File: src/rtl/conv_window_sequencer_if.sv
// Purpose: bundles the sequencer's control, pixel-read and result-tag signals.
// Latency: none, wiring only.
// Backpressure: stall travels from the consumer side into the sequencer.
interface conv_window_sequencer_if #(
    parameter int IMAGE_SIZE = 28
);
    localparam int CW = (IMAGE_SIZE > 1) ? $clog2(IMAGE_SIZE) : 1;
    localparam int AW = (IMAGE_SIZE > 1) ? $clog2(IMAGE_SIZE * IMAGE_SIZE) : 1;

    logic          start;
    logic          stall;
    logic          busy;
    logic          pix_req;
    logic [AW-1:0] pix_addr;
    logic          enable;
    logic          out_valid;
    logic [CW-1:0] out_row;
    logic [CW-1:0] out_col;
    logic          done;

    // Sequencer side.
    modport master (
        input  start, stall,
        output busy, pix_req, pix_addr, enable, out_valid, out_row, out_col, done
    );

    // Environment side: image buffer, convolver and frame controller.
    modport slave (
        output start, stall,
        input  busy, pix_req, pix_addr, enable, out_valid, out_row, out_col, done
    );
endinterface

File: src/rtl/conv_window_sequencer.sv
// Purpose: raster-walks one image frame, issues pixel reads and window enables, tags convolver results.
// Latency: first read one cycle after start; out_valid trails enable by PIPE_LATENCY cycles.
// Backpressure: stall freezes pixel issue in RUN only; the result pipeline keeps shifting.
module conv_window_sequencer #(
    parameter int KERNEL_SIZE  = 5,
    parameter int IMAGE_SIZE   = 28,
    parameter int PIPE_LATENCY = 2
) (
    input  logic                     clk,
    input  logic                     rst,
    conv_window_sequencer_if.master  bus
);
    localparam int CW = (IMAGE_SIZE > 1) ? $clog2(IMAGE_SIZE) : 1;
    localparam int AW = (IMAGE_SIZE > 1) ? $clog2(IMAGE_SIZE * IMAGE_SIZE) : 1;
    localparam int DW = $clog2(PIPE_LATENCY + 1);

    localparam logic [CW-1:0] LAST_IDX = CW'(IMAGE_SIZE - 1);
    localparam logic [CW-1:0] WIN_OFS  = CW'(KERNEL_SIZE - 1);
    localparam logic [DW-1:0] DRAIN_LAST = DW'(PIPE_LATENCY - 1);

    typedef enum logic [1:0] {IDLE, RUN, DRAIN, DONE} state_t;

    // One in-flight convolver result: valid flag plus window top-left corner.
    typedef struct packed {
        logic          vld;
        logic [CW-1:0] row;
        logic [CW-1:0] col;
    } tag_t;

    state_t        state, state_nxt;
    logic [CW-1:0] row, col;
    logic [DW-1:0] drain_cnt;
    tag_t          pipe [PIPE_LATENCY];
    tag_t          pipe_in;

    logic issue;
    logic last_pix;
    logic win_ok;

    assign issue    = (state == RUN) && !bus.stall;
    assign last_pix = (row == LAST_IDX) && (col == LAST_IDX);
    assign win_ok   = (row >= WIN_OFS) && (col >= WIN_OFS);

    // State register.
    always_ff @(posedge clk) begin
        if (rst) state <= IDLE;
        else     state <= state_nxt;
    end

    // Next-state decode: start only matters in IDLE, stall only gates progress in RUN.
    always_comb begin
        state_nxt = state;
        case (state)
            IDLE:    if (bus.start)          state_nxt = RUN;
            RUN:     if (issue && last_pix)  state_nxt = DRAIN;
            DRAIN:   if (drain_cnt == DRAIN_LAST) state_nxt = DONE;
            DONE:    state_nxt = IDLE;
            default: state_nxt = IDLE;
        endcase
    end

    // Raster counters advance on each issued pixel and wrap to 0 after the last one; drain counter runs only in DRAIN.
    always_ff @(posedge clk) begin
        if (rst) begin
            row       <= '0;
            col       <= '0;
            drain_cnt <= '0;
        end else begin
            if (issue) begin
                if (col == LAST_IDX) begin
                    col <= '0;
                    row <= last_pix ? '0 : row + CW'(1);
                end else begin
                    col <= col + CW'(1);
                end
            end
            drain_cnt <= (state == DRAIN) ? drain_cnt + DW'(1) : '0;
        end
    end

    // Tag entering the result pipeline; coordinates are only formed when the window is valid.
    always_comb begin
        pipe_in     = '0;
        pipe_in.vld = issue && win_ok;
        if (issue && win_ok) begin
            pipe_in.row = row - WIN_OFS;
            pipe_in.col = col - WIN_OFS;
        end
    end

    // Free-running result pipeline mirroring the convolver latency; reset drops in-flight results.
    always_ff @(posedge clk) begin
        if (rst) begin
            for (int i = 0; i < PIPE_LATENCY; i++) pipe[i] <= '0;
        end else begin
            pipe[0] <= pipe_in;
            for (int i = 1; i < PIPE_LATENCY; i++) pipe[i] <= pipe[i-1];
        end
    end

    // Output decode from registered state; stall gates pix_req and enable combinationally.
    always_comb begin
        bus.busy      = (state != IDLE);
        bus.pix_req   = issue;
        bus.pix_addr  = issue ? (AW'(row) * AW'(IMAGE_SIZE) + AW'(col)) : '0;
        bus.enable    = issue && win_ok;
        bus.out_valid = pipe[PIPE_LATENCY-1].vld;
        bus.out_row   = pipe[PIPE_LATENCY-1].vld ? pipe[PIPE_LATENCY-1].row : '0;
        bus.out_col   = pipe[PIPE_LATENCY-1].vld ? pipe[PIPE_LATENCY-1].col : '0;
        bus.done      = (state == DONE);
    end
endmodule

File: src/flat_wrapper.sv
// flat-port wrapper written by rule: the top's interface ports become plain ports
module conv_window_sequencer_flat 
#(
    parameter int KERNEL_SIZE  = 5,
    parameter int IMAGE_SIZE   = 28,
    parameter int PIPE_LATENCY = 2
)
  (clk, rst, bus_start, bus_stall, bus_busy, bus_pix_req, bus_pix_addr, bus_enable, bus_out_valid, bus_out_row, bus_out_col, bus_done);
  conv_window_sequencer_if #(.IMAGE_SIZE(IMAGE_SIZE)) bus_i ();
  input  logic clk;
  input  logic rst;
  input wire logic [$bits(bus_i.start)-1:0] bus_start;
  input wire logic [$bits(bus_i.stall)-1:0] bus_stall;
  output wire logic [$bits(bus_i.busy)-1:0] bus_busy;
  output wire logic [$bits(bus_i.pix_req)-1:0] bus_pix_req;
  output wire logic [$bits(bus_i.pix_addr)-1:0] bus_pix_addr;
  output wire logic [$bits(bus_i.enable)-1:0] bus_enable;
  output wire logic [$bits(bus_i.out_valid)-1:0] bus_out_valid;
  output wire logic [$bits(bus_i.out_row)-1:0] bus_out_row;
  output wire logic [$bits(bus_i.out_col)-1:0] bus_out_col;
  output wire logic [$bits(bus_i.done)-1:0] bus_done;
  assign bus_i.start = bus_start;
  assign bus_i.stall = bus_stall;
  assign bus_busy = bus_i.busy;
  assign bus_pix_req = bus_i.pix_req;
  assign bus_pix_addr = bus_i.pix_addr;
  assign bus_enable = bus_i.enable;
  assign bus_out_valid = bus_i.out_valid;
  assign bus_out_row = bus_i.out_row;
  assign bus_out_col = bus_i.out_col;
  assign bus_done = bus_i.done;
  conv_window_sequencer #(.KERNEL_SIZE(KERNEL_SIZE), .IMAGE_SIZE(IMAGE_SIZE), .PIPE_LATENCY(PIPE_LATENCY)) u_core (.clk(clk), .rst(rst), .bus(bus_i));
endmodule
File: config.mk
export PLATFORM = sky130hd
export DESIGN_NAME = conv_window_sequencer_flat
export DESIGN_NICKNAME = d
export VERILOG_FILES = /design/src/rtl/conv_window_sequencer_if.sv /design/src/rtl/conv_window_sequencer.sv /design/src/flat_wrapper.sv
export SDC_FILE = /design/constraint.sdc
export NUM_CORES = 1
export LEC_CHECK = 0
export BUFFER_PORTS_ARGS = -buffer_cell sky130_fd_sc_hd__buf_2
export CAP_MARGIN = 5
export CORE_MARGIN = 3
export CORE_UTILIZATION = 50
export DETAILED_ROUTE_END_ITERATION = 8
export GPL_TIMING_DRIVEN = 1
export HOLD_SLACK_MARGIN = 0.12
export PLACE_DENSITY = 0.71
export SYNTH_ARGS = -nofsm -noshare
export SYNTH_HDL_FRONTEND = slang
export SYNTH_SLANG_ARGS = --single-unit
File: constraint.sdc
create_clock -name clk -period 4.3 [get_ports clk]
set_input_delay 0.43 -clock clk [delete_from_list [all_inputs] [get_ports clk]]
set_output_delay 0.43 -clock clk [all_outputs]
set_load 0.005 [all_outputs]
==> results.yml <==
status:
  status: "completed"
yosys:
  synth_cell_type_count: 36
  synth-xor-area-share: 0.0638
  synthTopCellsByCount: "dfxtp_1, ha_1, nor2_1"
  seq_area_frac_synth: 0.353
  netlist_instances: 216
  ys_ff_latch: 36
  yosys-top-cells-area: "dfxtp_1, ha_1, fa_1"
  postSynthAreaPerCell_um2: 9.45
  synth_top_cell_by_area: "dfxtp_1"
  synthMuxAreaShare: 0.00490
  synth_fa_ha_area_frac: 0.237
  syn_area_um2: 2040
  synth_top_family_by_area: "adder cells"
  synth_edf_count: 0
  synth_nets: 255
  synth_compound_area_frac: 0.0871
  async_reset_ff_frac: 0
  synthSimpleGateAreaFrac: 0.210
  synth_top_area_share: 0.353
  synth_ff_type: "dfxtp_1"
  yosys_warnings: 0
  synth.most_common_cell: "dfxtp_1"
sta:
  slew_violations: 0
  relSlewSlack: 0.624
  finalSetupViolCount: 0
  fin_crit_sh: 0.801
  setup_tns_ns: 0
  rsz0062_at_grt: "no"
  finalHoldViolCount: 0
  fmax_ghz: 0.290
  period_needed_ns: 3.44
  fin_skew_ns: 0.00563
  worst_slew_pin_slew_ns: 0.564
clocking:
  numCtsBuffers: 5
  clock-sinks: 36
  cts.repair.resized: 0
  cts_tree: "yes"
  holdBufCountCts: 0
  clk_path_buf_depth: 2
  cts_setup_buffers: 0
  cts-root-buf: "clkbuf_8"
  path_clk_slew_ns: 0.07
  insertion_delay_ns: 0.29
  htree_levels: 2
final_layout:
  drive_gt1_frac: 0.182
  fin_cells: 295
  fillerInstances: 343
  fin_util: 0.611
  areaGrowthSynthToFinish_pct: 13.7
  antenna_cells: 0
  nNetsFinal: 286
job:
  drv_cap: 0
critical_path:
  critPathLaunchType: "flop"
  critPathKind: "reg2out"
  path_max_fanout: 9
  crit_path_end_kind: "output port"
  arrival_ns: 3.01
  worstPathRequired_ns: 3.87
placement:
  portBuffers: 28
  placed_cells: 288
  globalplace.congestion: 0.792
  dpl.hpwl_um: 2560
power:
  p_per_area_nw_per_um2: 321
  leakagePower_nw: 1.11
  max-vdd-ir-drop_v: 0.000173
die:
  die_x_um: 69.9
  ioPinCount: 29
  die_h_um: 69.9
  fp-row-count: 22
  floorplan.initialDensity: 0.537
  dieArea_um2: 4880
  core-area_um2: 3800
route:
  ant_nets: 0
  drtIter0Drc: 56
  first_pass_iters: 4
  dr_total_vias: 1456
  routed_via_density: 4.94
  drt-total-wl_um: 3310
  drc_errors: 0
  wire_per_inst_um: 11.2
min_path:
  hp-class: "reg2reg"
global_routing:
  track_usage: 0.149
  antenna_found_initial: 0
  grt_max_degree: 22
  grt_pass1_wl_um: 5950
  grt-ovfl-total: 0
  grt_pass1_vias: 1415
## placed cells by master (no fill, tap or decap), types with 2 or more instances in the layout
master    Yosys  final
dfxtp_1      36     36
ha_1         29     29
buf_2         1     28
nor2_1       25     25
inv_1        19     19
nor2b_1      13     13
and2_1       11     11
nand2_1      10     10
a21oi_1       9      9
xnor2_1       9      9
clkbuf_8      0      7
fa_1          6      6
nand2b_1      5      5
nand3_1       5      5
xor2_1        4      4
o21ai_0       4      4
nor3_1        4      4
a21o_1        2      2
nand4_1       2      2
a31oi_1       2      2
nand3_2       2      2
## critical path: stages, from the launching register on
cell and delay [ns]:
dfxtp_1 0.60, fa_1 0.50, ha_1 0.22, fa_1 0.40
xor2_1 0.30, nand2_1 0.09, nor2_1 0.20, and4_1 0.22
nor3_1 0.05, buf_2 0.15
## report_power, final
part           leakage, nW  switching [W]  internal, W
Combinational        0.769      0.0000769    0.0000556
Sequential           0.290      0.0000113     0.000347
Clock               0.0503       0.000112     0.000142
## cell type report
cell class,instances,area (um2),share of cell area
clock buffer,7,96.3,0.0415
inverter,20,75.1,0.0323
multi-input combinational,156,1230,0.529
sequential,36,721,0.311
tap,48,60.1,0.0259
timing repair buffer,28,140,0.0604
## flip-flops by register name (all words and copies together), names as in the netlist
signal            cells
u_core.row            5
u_core.state          2
u_core.pipe          22
u_core.col            5
u_core.drain_cnt      2
## stage by stage
stage / worst slack [ns] / instance area, um2 / total power (W) / hold slack (ns)
floorplan: 1.48 / 2040 / 0.000468 / 0.398
global placement: 1.23 / 2220 / 0.000496 / 0.411
detailed placement: 1.15 / 2220 / 0.000500 / 0.424
CTS: 0.828 / 2320 / 0.000755 / 0.433
global route: 0.559 / 2320 / 0.000790 / 0.454
finish: 0.855 / 2320 / 0.000745 / 0.428
## final timing paths
kind                                         end  slack [ns]                           start  cells past startpoint
setup / recovery                 bus_pix_addr[9]        0.86      u_core.row[2]$_SDFFE_PP0P_                      9
hold / removal    u_core.drain_cnt[0]$_SDFF_PP0_        0.43  u_core.drain_cnt[0]$_SDFF_PP0_                      1
hold reg to reg   u_core.drain_cnt[0]$_SDFF_PP0_        0.43  u_core.drain_cnt[0]$_SDFF_PP0_                      1
setup reg to reg    u_core.pipe[0][9]$_SDFF_PP0_        2.30    u_core.state[1]$_SDFFE_PP0P_                      7
## cell families after synthesis
kind of cell    count (synthesis)
flops                          36
buf+inv                        24
fa+ha+maj                      35
simple gates                   82
xor+xnor                       14
mux                             1
compound gates                 24
## layer usage
layer  global-route usage  wire, um  up-vias
met4               0.0638        62        0
met3               0.0388       158        6
met2                0.259      1620       28
met5                    0         0        -
li1                     -         -      755
met1                0.170      1470      667
(Power assumes the default switching activity.)
